$ cat config.mk
export PLATFORM = sky130hd
export DESIGN_NAME = wf_ram_reader
export DESIGN_NICKNAME = d
export VERILOG_FILES = /design/src/rtl/wf_ram_reader.sv
export SDC_FILE = /design/constraint.sdc
export NUM_CORES = 1
export LEC_CHECK = 0
export BUFFER_PORTS_ARGS = -buffer_cell sky130_fd_sc_hd__buf_2
export CAP_MARGIN = 20
export CORE_ASPECT_RATIO = 0.7
export CORE_MARGIN = 5
export CORE_UTILIZATION = 45
export DETAILED_ROUTE_END_ITERATION = 8
export GPL_ROUTABILITY_DRIVEN = 0
export PLACE_DENSITY = 0.7
export SLEW_MARGIN = 20
export SYNTH_ARGS = -nofsm -noshare
export SYNTH_HDL_FRONTEND = slang
export SYNTH_SLANG_ARGS = --single-unit
$ cat constraint.sdc
create_clock -name i_clk -period 3.68 [get_ports i_clk]
set_clock_uncertainty 0.15 [all_clocks]
set_input_delay 0.736 -clock i_clk [delete_from_list [all_inputs] [get_ports i_clk]]
set_output_delay 0.736 -clock i_clk [all_outputs]
set_load 0.02 [all_outputs]
$ cat src/rtl/wf_ram_reader.sv
// Waveform DPBRAM read-back engine: walks the RAM's read port from address 0
// and streams each sample over valid/ready, with one-shot or looped playback.
module wf_ram_reader #(
  parameter int unsigned ADDR_WIDTH = 10,
  parameter int unsigned DATA_WIDTH = 16
) (
  input  logic                  i_clk,
  input  logic                  i_rst,
  input  logic                  i_start,
  input  logic                  i_stop,
  input  logic                  i_loop,
  input  logic [ADDR_WIDTH:0]   i_data_num,
  output logic [ADDR_WIDTH-1:0] o_ram_addr,
  output logic                  o_ram_ce,
  output logic                  o_ram_we,
  input  logic [DATA_WIDTH-1:0] i_ram_dout,
  output logic [DATA_WIDTH-1:0] o_data,
  output logic                  o_valid,
  input  logic                  i_ready,
  output logic                  o_busy,
  output logic                  o_done,
  output logic                  o_wrap,
  output logic                  o_err,
  output logic [31:0]           o_read_cnt
);

  localparam int unsigned NUM_W = ADDR_WIDTH + 1;
  localparam logic [NUM_W-1:0] MAX_NUM = NUM_W'(1) << ADDR_WIDTH;

  typedef enum logic [1:0] {IDLE, RD, LAT, OUT} state_t;

  state_t                state_q;
  logic [NUM_W-1:0]      num_q;
  logic                  loop_q;
  logic [ADDR_WIDTH-1:0] idx_q;

  logic [NUM_W-1:0] idx_inc_c;
  logic             start_ok_c;

  assign idx_inc_c  = NUM_W'(idx_q) + NUM_W'(1);
  assign start_ok_c = (i_data_num != '0) && (i_data_num <= MAX_NUM);
  assign o_ram_we   = 1'b0;

  // Playback FSM; pulses default low and are raised for a single cycle.
  always_ff @(posedge i_clk) begin
    if (i_rst) begin
      state_q    <= IDLE;
      num_q      <= '0;
      loop_q     <= 1'b0;
      idx_q      <= '0;
      o_ram_addr <= '0;
      o_ram_ce   <= 1'b0;
      o_data     <= '0;
      o_valid    <= 1'b0;
      o_busy     <= 1'b0;
      o_done     <= 1'b0;
      o_wrap     <= 1'b0;
      o_err      <= 1'b0;
      o_read_cnt <= '0;
    end else begin
      o_done <= 1'b0;
      o_wrap <= 1'b0;
      o_err  <= 1'b0;
      if (state_q != IDLE && i_stop) begin
        // Abort keeps the sample counter, last data and last address.
        state_q  <= IDLE;
        o_ram_ce <= 1'b0;
        o_valid  <= 1'b0;
        o_busy   <= 1'b0;
      end else begin
        case (state_q)
          IDLE: begin
            if (i_start && !i_stop) begin
              if (start_ok_c) begin
                num_q      <= i_data_num;
                loop_q     <= i_loop;
                idx_q      <= '0;
                o_read_cnt <= '0;
                o_ram_addr <= '0;
                o_ram_ce   <= 1'b1;
                o_busy     <= 1'b1;
                state_q    <= RD;
              end else begin
                o_err <= 1'b1;
              end
            end
          end
          RD: begin
            o_ram_ce <= 1'b0;
            state_q  <= LAT;
          end
          LAT: begin
            o_data  <= i_ram_dout;
            o_valid <= 1'b1;
            state_q <= OUT;
          end
          OUT: begin
            if (i_ready) begin
              o_valid    <= 1'b0;
              o_read_cnt <= o_read_cnt + 32'd1;
              if (idx_inc_c < num_q) begin
                idx_q      <= idx_q + ADDR_WIDTH'(1);
                o_ram_addr <= idx_q + ADDR_WIDTH'(1);
                o_ram_ce   <= 1'b1;
                state_q    <= RD;
              end else if (loop_q) begin
                idx_q      <= '0;
                o_ram_addr <= '0;
                o_ram_ce   <= 1'b1;
                o_wrap     <= 1'b1;
                state_q    <= RD;
              end else begin
                o_done  <= 1'b1;
                o_busy  <= 1'b0;
                state_q <= IDLE;
              end
            end
          end
          default: state_q <= IDLE;
        endcase
      end
    end
  end

endmodule

======== Yosys cells after proc, flatten, opt, wreduce, memory -nomap -nowiden ========
Cells that the tools add are included.
Widths: inputs -> output; s select.
cells by class
  $add $sub $neg .......................... 3
  multipliers ............................. 0
  div/mod/pow operators ................... 0
  magnitude comparators ................... 2
  equal/unequal tests ..................... 9
  shift operators ......................... 0
  mux-type cells .......................... 31
  bitwise gates (word level) .............. 5
  reductions and logical operators ........ 21
operators by type and width
  operator               count
  $mux 32                3
  $pmux 32 s2            1
  $mux 10                5
  $add 32x1->32 const B  1
  $pmux 10 s2            1
  $mux 1                 14
  $reduce_and 6->1       2
  $add 10x1->11 const B  1
  $le 11x11->1 const B   1
  $lt 11x11->1           1
  $reduce_bool 11->1     1
  $add 10x1->10 const B  1
  $ne 2x2->1 const B     5
  $reduce_and 5->1       2
  $pmux 2 s4             1
  $mux 2                 3
  $reduce_bool 2->1      3
  $not 1->1              5
  $reduce_or 5->1        1
  $eq 2x2->1 const B     2
  $pmux 1 s2             2
  $reduce_and 2->1       2
  $reduce_and 4->1       1
  $reduce_or 4->1        1
  other kinds (9)        11
word-level totals
  bits in registers ....................... 78
  bits in latches ......................... 0
  RAM bits ................................ 0
  ROM bits ................................ 0
  input bits .............................. 33
  output and inout port bits .............. 65
  memories kept ........................... 0

======== Depth between registers and ports, before layout ========
Gate-level depths: netlist of run 1.
  depth after elaboration ................. 5
  mapped depth ............................ 14
  depth with buffers taken out ............ 13

======== Worst setup path before layout of run 1 ========
Ideal clock, no wire load.
  kind .................................... flip-flop to flip-flop
  start ................................... register idx_q[0]
  end ..................................... register idx_q[4]
  library setup time ...................... 0.122 ns
  arrival time ............................ 3.206 ns
  required time ........................... 3.408 ns
  slack ................................... 0.202 ns
  stages on the path, launching flop included .. 13
  period minus slack after synthesis ...... 3.478 ns
  path through ............................ dfxtp_1 ha_1 nand3_1 nor2_1 nand3_1 xnor2_1 ha_1 a211oi_1 nor2_1 a211oi_1 a21oi_1 o21a_2 a221o_1
on the way
  longest elaborated chain between the ends .. 5
ends and longest elaborated chain
  what                      RTL line  text
  start: declaration        35        logic [ADDR_WIDTH-1:0] idx_q;
  start signal: assignment  102       idx_q <= idx_q + ADDR_WIDTH'(1);
  $add 10x1->11             40        assign idx_inc_c = NUM_W'(idx_q) + NUM_W'(1);
  $lt 11x11->1              101       if (idx_inc_c < num_q) begin
  $mux 10                   101
  $mux 10                   98        if (i_ready) begin
  $pmux 10 s2               71        case (state_q)
Parallel ways exist; a longest one is shown, timed or not. The select of a mux whose other input is x is not followed.
A chain may end at the register's enable or synchronous reset.

======== Worst setup path after layout of run 1 ========
  start ................................... register idx_q[2]
  end ..................................... register idx_q[5]
Same word-level chain as after synthesis.

==> flow_summary.yaml, run 1 <==
outcome:
  status: "finished, final reports clean"
floorplan:
  num_io_pins: 98
  start_util_pct: 45.6
  rows: 28
  die_area_um2: 10500
  core_um2: 8370
  die_y_um: 87.1
  die_w_um: 120
sta:
  final_max_slew_viol_count: 0
  report.final.setup_viol: 0
  finalSetupTns_ns: 0
  max_freq_ghz: 0.289
  worst_slew_pin_slew_ns: 0.691
  hold_viol_final: 0
  maxSlewHeadroom_pct: 54.0
  hold_ws_ns: 0.300
  fin_crit_ns: 3.46
  period_share_pct: 93.9
critical_path:
  arrival_ns: 3.58
  critPathLaunchType: "flip-flop"
  slowest_delay_ns: 0.45
  path_max_fanout: 7
  path_class: "reg -> reg"
  slowest_stage: "dfxtp_1"
  cp-startpoint: "idx_q[2]"
  r2r-start: "idx_q[2]"
  cp-end-kind: "flip-flop"
  crit_required_ns: 3.81
  critical_path.cell_chain: "nand3_1 -> nor2_2 -> nand3_1 -> nor2_1 -> xnor2_1 -> inv_1 -> ha_1 -> nand4_1 -> nor2_1 -> a211oi_2 -> nand4_1 -> buf_4 -> nor3b_1 -> a221o_1"
power_and_ir_drop:
  power-per-cell-area_nw_per_um2: 538
  p_leak_nw: 1.94
  irDropWorstVdd_mv: 0.423
placement:
  dp_hpwl_mm: 7.32
  io_buffers: 96
global_routing:
  antenna_found_initial: 0
  track_usage_pct: 19.4
  grt_start_max_net_pins: 39
  grt_pass1_vias: 3253
  grt_first_pass_wirelength_mm: 16.2
  gr-total-overflow: 0
clocking:
  cts_buffer_depth: 2
  numCtsBuffers: 9
  root_buffer: "clkbuf_16"
  cts_hold_buf: 0
  cts.sinks: 78
  clk_latency_ns: 0.33
  cts.clk_slew.worst_paths_ns: 0.05
  htree_num_levels: 3
  cts_tree: "done"
yosys:
  syn_avg_cell_area_um2: 8.26
  async_flop_share_pct: 0
  synthSimpleGateAreaFrac_pct: 28.3
  yosys_warnings: 0
  synth_nets: 511
  synth_edf_count: 0
  synth_xor_area_share_pct: 8.03
  synth_flop_cell: "dfxtp_1"
  ys_types: 42
  synth_top_family_by_area: "simple AND/OR/NAND/NOR gates"
  synth_top_area_cell: "dfxtp_1"
  synth_area_um2: 3820
  synth_compound_area_share_pct: 9.73
  synthCells: 462
  netlist.area_leader.share_pct: 40.9
  ys_seq_area_share_pct: 40.9
  synth_fa_ha_area_share_pct: 5.24
  synth_mux_area_share_pct: 3.41
  synth_area_leaders: "dfxtp_1 (41%), xnor2_1 (7.3%), nor2_1 (6.2%)"
  synth.ff_latch_count: 78
routing:
  first_iter_violations: 224
  drt-pass1-iter-count: 5
  route.vias.total: 3557
  viasPerCell: 5.37
  ant_nets: 0
  drt-wirelength-per-cell_um: 15.1
  drt-total-wl_mm: 9.99
  drc: 0
finish:
  drive_gt1_share_pct: 24.4
  antenna_cells: 0
  area_growth_pct: 25.3
  nets: 602
  layout_commonest_cell: "buf_2"
  final_cell_mix: "buf_2 (96), dfxtp_1 (77), nor2_1 (60)"
min_path:
  min_path_type: "reg -> reg"
  hp-start: "o_data[12]"
run:
  maxCapViolations: 0
final cells by class:
type | instances | area, um^2
multi-input cells | 342 | 2130
well taps | 105 | 131
inverters | 18 | 67.6
repair buffers | 104 | 541
clock buffers | 13 | 260
fillers | 781 | 3590
flip-flops and latches | 78 | 1560
clock inverters | 3 | 90.1
logic make-up after synthesis:
| group | after synthesis |
|---|---|
| other | 1 |
| buffers and inverters | 42 |
| DFF | 78 |
| adders and majority gates | 16 |
| AOI/OAI and AO/OA | 58 |
| muxes | 13 |
| xor gates and xnor gates | 35 |
| and+or+nand+nor | 219 |
sequential cells by signal (all words and copies together), names as in the netlist, 2 cells and up:
name        cells
o_read_cnt     32
o_data         16
num_q          11
idx_q          10
state_q         2
cell usage after synthesis (4+ instances only):
master    count
a21oi_1      30
a221o_1       7
a31o_2        4
clkbuf_1     21
dfxtp_1      78
ha_1         16
inv_1        18
mux2i_1      13
nand2_1      58
nand2b_1      6
nand3_1      16
nand4_1      15
nor2_1       63
nor2b_1       6
nor3_1       16
nor3b_1       4
nor4_1       16
o21ai_0       6
or3_1         4
xnor2_1      32
layer usage:
metal  vias to the layer above  global-route usage [%]  share of wire (%)
met4                         0                    5.61               0.97
met3                         9                    5.84                7.8
met1                      1642                    26.9                 49
met5                         -                       0                  0
met2                       115                    29.3                 43
li1                       1791                       -                  -
worst max-delay path, delay by kind of cell, from the launching register on:
family | cells | cell delay (ns)
DFF | 1 | 0.45
buffers and inverters | 2 | 0.35
adders and majority gates | 1 | 0.29
AOI/OAI and AO/OA | 2 | 0.45
xor gates and xnor gates | 1 | 0.17
and+or+nand+nor | 8 | 1.55
power by group:
part / internal (mW) / switching, mW / total (mW)
registers: 0.888 / 0.0309 / 0.919
clock network: 0.700 / 0.330 / 1.03
logic: 0.193 / 0.430 / 0.623
what timing repair did:
| action | in CTS | in global routing |
|---|---|---|
| gates resized for setup | 0 | 7 |
| buffers inserted | 0 | 1 |
| endpoints found under the setup margin | 0 | 11 |
path summary, 6_finish.rpt:
check	end	slack, ns	cells past startpoint
min reg2reg	o_data[12]	0.30	2
max	idx_q[5]	0.22	14
min	o_data[12]	0.30	2
max reg2reg	idx_q[5]	0.22	14
per-stage QoR:
| stage | total power [mW] | setup WS (ns) | std cells | util, % | area, um^2 |
|---|---|---|---|---|---|
| 6_report | 2.57 | 0.224 | 663 | 57.1 | 4780 |
| 5_1_grt | 2.71 | -0.0363 | 663 | 57.1 | 4780 |
| 4_1_cts | 2.58 | 0.0268 | 662 | 56.8 | 4760 |
| 3_5_place_dp | 1.54 | 0.0734 | 646 | 52.6 | 4410 |
| 3_3_place_gp | 1.53 | 0.246 | 646 | 52.6 | 4410 |
| 2_1_floorplan | 1.35 | 0.202 | 462 | - | 3820 |
Power figures use the tool's default switching activity.
==> inputs of run 2 (changes only) <==
==> constraint.sdc (replaced) <==
create_clock -name i_clk -period 4.33 [get_ports i_clk]
set_clock_uncertainty 0.15 [all_clocks]
set_input_delay 0.866 -clock i_clk [delete_from_list [all_inputs] [get_ports i_clk]]
set_output_delay 0.866 -clock i_clk [all_outputs]
set_load 0.05 [all_outputs]
==> run 2 against run 1 <==
Final cell count down 0.45%. Highest routed layer unchanged. Largest cell class unchanged. Count of clock-buffer cells in the layout down 1. Critical endpoint is now idx_q[2]. Sequential share of layout area up 0.70 points. Clock power down 32%. Critical path type unchanged. Critical path depth down 2.
==> flow_summary.yaml, run 2 (synthesis results as in run 1) <==
power_and_ir_drop:
  irDropWorstVdd_mv: 0.248
  power-per-cell-area_nw_per_um2: 439
  power_mw: 2.05
  p_leak_nw: 1.89
sta:
  fin_crit_ns: 3.96
  period_share_pct: 91.4
  max_freq_ghz: 0.253
  finalSetupTns_ns: 0
  maxSlewHeadroom_pct: 52.3
  grt_setup_unrepaired: "no"
  hold_viol_final: 0
  final_max_slew_viol_count: 0
  report.final.setup_viol: 0
  worst_slew_pin_slew_ns: 0.716
global_routing:
  grt_start_max_net_pins: 39
  grt_first_pass_wirelength_mm: 15.7
  gr-total-overflow: 0
  antenna_found_initial: 0
  grt_pass1_vias: 3186
  track_usage_pct: 18.7
clocking:
  root_buffer: "clkbuf_16"
  cts_tree: "done"
  numCtsBuffers: 9
  cts_hold_buf: 0
  clk_latency_ns: 0.33
  htree_num_levels: 3
  cts.sinks: 78
  cts.clk_slew.worst_paths_ns: 0.06
  cts_buffer_depth: 2
routing:
  route.vias.total: 3554
  viasPerCell: 5.38
  drt-pass1-iter-count: 5
  drc: 0
  ant_nets: 0
  first_iter_violations: 241
  drt-total-wl_mm: 9.90
  drt-wirelength-per-cell_um: 15.0
critical_path:
  path_max_fanout: 8
  slowest_delay_ns: 0.55
  reg2reg_depth: 12
  critical_path.top_delay_family: "compound AO/OA/AOI/OAI gates"
  crit_required_ns: 4.40
  cp_num_cells: 12
  critPathLaunchType: "flip-flop"
  cp-end-kind: "flip-flop"
  critical_path.cell_chain: "ha_1 -> nand3_1 -> nor2_1 -> nand3_1 -> xnor2_1 -> ha_1 -> a211oi_1 -> nor2_1 -> a211oi_1 -> a21oi_1 -> o21a_2 -> a221o_1"
  path_class: "reg -> reg"
  path_buf_inv: 0
  arrival_ns: 4.03
  slowest_stage: "a211oi_1"
finish:
  largest_reg_flops: 32
  drive_gt1_share_pct: 23.2
  antenna_cells: 0
  layout_commonest_cell: "buf_2"
  top_register: "o_read_cnt"
  top_regs: "o_read_cnt: 32 flops, o_data: 16 flops, num_q: 11 flops"
  final_cell_mix: "buf_2 (96), dfxtp_1 (78), nor2_1 (62)"
  area_growth_pct: 22.6
  nets: 600
min_path:
  min_path_type: "reg -> reg"
  hold_depth: 2
floorplan:
  start_util_pct: 45.6
  core_um2: 8370
  rows: 28
  num_io_pins: 98
  die_w_um: 120
  die_area_um2: 10500
  die_y_um: 87.1
placement:
  dp_hpwl_mm: 7.09
  io_buffers: 96
run:
  maxCapViolations: 0
outcome:
  status: "finished, final reports clean"
-- run 2: changes by cell type in the layout (fill, tap and decap cells not counted), moves of 2 or more --
cell        previous run  this run
bufinv_16              3         0
nor2_1                60        62
nor2_2                 3         1
clkinvlp_4             0         2
buf_4                  8         6
-- run 2: timing repair --
action / CTS / global route
setup buffers: 0 / 2
endpoints found under the hold margin: 0 / 0
gates resized for setup: 0 / 1
endpoints found under the setup margin: 0 / 7
-- run 2: path summary, 6_finish.rpt --
check	startpoint	end	slack, ns
worst max register to register	idx_q[0]	idx_q[2]	0.37
worst min-delay path	o_data[6]	o_data[6]	0.30
worst max-delay path	idx_q[0]	idx_q[2]	0.37
worst min register to register	o_data[6]	o_data[6]	0.30
-- run 2: power by group --
| group | switching [mW] | internal (mW) |
|---|---|---|
| registers | 0.0251 | 0.755 |
| logic | 0.417 | 0.153 |
| clock network | 0.288 | 0.415 |
-- run 2: stage by stage --
step           std cells  util (%)  hold slack (ns)  setup WS [ns]  area [um^2]
2_1_floorplan        462         -            0.302          0.564         3820
3_3_place_gp         643      52.3            0.289          0.553         4380
3_5_place_dp         643      52.3            0.295          0.297         4380
4_1_cts              658      55.6            0.303          0.265         4660
5_1_grt              660      55.9            0.313         0.0629         4680
6_report             660      55.9            0.298          0.371         4680
-- run 2: tightest hold or removal path, delay by kind of cell (launching register included) --
family / cells / cell delay (ns)
AO/OA/AOI/OAI: 1 / 0.05
flip-flops: 1 / 0.30
AND/OR/NAND/NOR: 1 / 0.05
-- run 2: layout make-up --
| type | count | area (um^2) |
|---|---|---|
| clock buffers | 12 | 256 |
| clock inverters | 3 | 20.0 |
| fillers | 772 | 3690 |
| inverters | 18 | 67.6 |
| multi-input cells | 342 | 2120 |
| flip-flops and latches | 78 | 1560 |
| well taps | 105 | 131 |
| repair buffers | 102 | 526 |
-- run 2: routing by layer --
metal | global-route usage (%) | routed length, um | vias up
met5 | 0 | 0 | -
met2 | 28.5 | 4200 | 121
li1 | - | - | 1780
met1 | 25.3 | 4860 | 1639
met3 | 5.52 | 718 | 14
met4 | 6.34 | 125 | 0
==> inputs of run 3 (changes only) <==
Settings changed: RECOVER_POWER set to 25.
==> run 3 against run 2 <==
The flow now finishes with violations (capacitance limit, slew limit). Die area did not move. Sequential share of layout area is 0.27 points higher. Count of clock-buffer cells in the layout did not move. Via count up 0.14%. Critical path depth did not move. Design area fell by 0.80%. Combinational power is 0.9% lower. Global-route usage is the same. Highest routed layer unchanged.
==> flow_summary.yaml, run 3 (synthesis results as in run 1) <==
outcome:
  status: "finished with violations"
  violations: "capacitance limit, slew limit"
critical_path:
  path_class: "reg -> reg"
  setup.reg_to_reg.worst_slack_ns: 0.37
  reg2reg_depth: 12
  cp-end-kind: "flip-flop"
  r2r-start: "idx_q[0]"
  crit_required_ns: 4.40
  arrival_ns: 4.04
  critPathLaunchType: "flip-flop"
  reg2reg_to: "idx_q[2]"
  path_max_fanout: 8
sta:
  hold_viol_final: 0
  maxSlewHeadroom_pct: -1.22
  report.final.setup_viol: 0
  finalSetupTns_ns: 0
  final_max_slew_viol_count: 34
  fin_crit_ns: 3.96
  grt_setup_unrepaired: "no"
  max_freq_ghz: 0.252
  worst_slew_pin_slew_ns: 1.52
  period_share_pct: 91.6
  postLayoutSetupSlackWorst_ns: 0.365
finish:
  top_regs: "o_read_cnt: 32 flops, o_data: 16 flops, num_q: 11 flops"
  antenna_cells: 0
  fin_util_pct: 55.4
  drive_gt1_share_pct: 18.2
  final_cell_mix: "dfxtp_1 (78), buf_2 (69), nor2_1 (62)"
  layout_commonest_cell: "dfxtp_1"
  area_growth_pct: 21.6
  nets: 600
  top_register: "o_read_cnt"
  stdcell_area_um2: 4640
  largest_reg_flops: 32
power_and_ir_drop:
  p_leak_nw: 1.77
  p_clk_share_pct: 34.3
  switching_share_pct: 35.8
  p_int_mw: 1.32
  pwr-share-comb_pct: 27.6
  p_switching_mw: 0.733
  irDropWorstVdd_mv: 0.296
  power-per-cell-area_nw_per_um2: 442
  p_seq_share_pct: 38.1
placement:
  io_buffers: 96
  dp_hpwl_mm: 7.09
  place_area_um2: 4380
  pre_cts_ws_ns: 0.297
routing:
  ant_nets: 0
  viasPerCell: 5.39
  drc: 0
  first_iter_violations: 229
  drt-total-wl_mm: 9.94
  drt-pass1-iter-count: 4
  drt-wirelength-per-cell_um: 15.1
  route.vias.total: 3559
floorplan:
  die_y_um: 87.1
  die_area_um2: 10500
  start_util_pct: 45.6
  num_io_pins: 98
  rows: 28
  die_w_um: 120
  core_um2: 8370
clocking:
  cts_hold_buf: 0
  root_buffer: "clkbuf_16"
  cts.clk_slew.worst_paths_ns: 0.06
  htree_num_levels: 3
  numCtsBuffers: 9
  cts.sinks: 78
  cts_tree: "done"
  cts_buffer_depth: 2
  clk_latency_ns: 0.33
global_routing:
  antenna_found_initial: 0
  gr-total-overflow: 0
  grt_start_max_net_pins: 39
  track_usage_pct: 18.7
  grt_pass1_vias: 3186
  grt_first_pass_wirelength_mm: 15.7
min_path:
  min_path_type: "reg -> reg"
  hold_depth: 2
  hp-start: "o_data[6]"
  hold_path_end: "o_data[6]"
run:
  maxCapViolations: 1
==> run 3: changes by cell type in the layout (fill, tap and decap cells not counted), sizes merged <==
| cell | previous run | this run |
|---|---|---|
| buf | 102 | 74 |
| clkbuf | 12 | 40 |
==> run 3: critical path: stages, from the launching register on <==
cell,delay (ns)
dfxtp_1,0.43
ha_1,0.26
nand3_1,0.21
nor2_1,0.26
nand3_1,0.19
xnor2_1,0.23
ha_1,0.28
a211oi_1,0.22
nor2_1,0.07
a211oi_1,0.55
a21oi_1,0.30
o21a_2,0.33
a221o_1,0.36
==> run 3: worst max path at each step <==
stage | end | slack (ns) | cells past startpoint | startpoint
floorplan | idx_q[2] | 0.56 | 12 | idx_q[0]
global placement | idx_q[6] | 0.55 | 12 | idx_q[0]
detailed placement | idx_q[6] | 0.30 | 12 | idx_q[0]
CTS | idx_q[2] | 0.26 | 12 | idx_q[0]
global route | idx_q[2] | 0.06 | 12 | idx_q[0]
finish | idx_q[2] | 0.37 | 12 | idx_q[0]
==> run 3: final cells by class <==
class / count / area (um^2)
well taps: 105 / 131
clock buffers: 12 / 256
flip-flops and latches: 78 / 1560
fillers: 792 / 3730
inverters: 18 / 67.6
multi-input cells: 342 / 2120
repair buffers: 102 / 488
clock inverters: 3 / 20.0
==> run 3: per-layer routing <==
layer,vias to the layer above,GRT usage [%],wire length [um]
li1,1776,-,-
met5,-,0,0
met1,1646,25.3,4840
met3,14,5.52,768
met4,0,6.34,123
met2,123,28.5,4210
==> run 3: power groups by stage <==
stage / clock [mW] / sequential (mW) / combinational, mW
2_1_floorplan: 0 / 0.867 / 0.334
3_3_place_gp: 0 / 0.794 / 0.551
3_5_place_dp: 0 / 0.794 / 0.557
4_1_cts: 0.722 / 0.779 / 0.559
5_1_grt: 0.749 / 0.786 / 0.616
6_report: 0.704 / 0.781 / 0.565
==> run 3: repair_timing <==
| action | CTS | global route |
|---|---|---|
| setup buffers | 0 | 2 |
| gates resized for setup | 0 | 1 |
| endpoints found under the setup margin | 0 | 7 |
==> run 3: through the flow <==
stage / total power [mW] / hold slack (ns) / std cells
4_1_cts: 2.06 / 0.303 / 658
2_1_floorplan: 1.20 / 0.302 / 462
3_3_place_gp: 1.34 / 0.289 / 643
6_report: 2.05 / 0.301 / 660
5_1_grt: 2.15 / 0.316 / 660
3_5_place_dp: 1.35 / 0.295 / 643
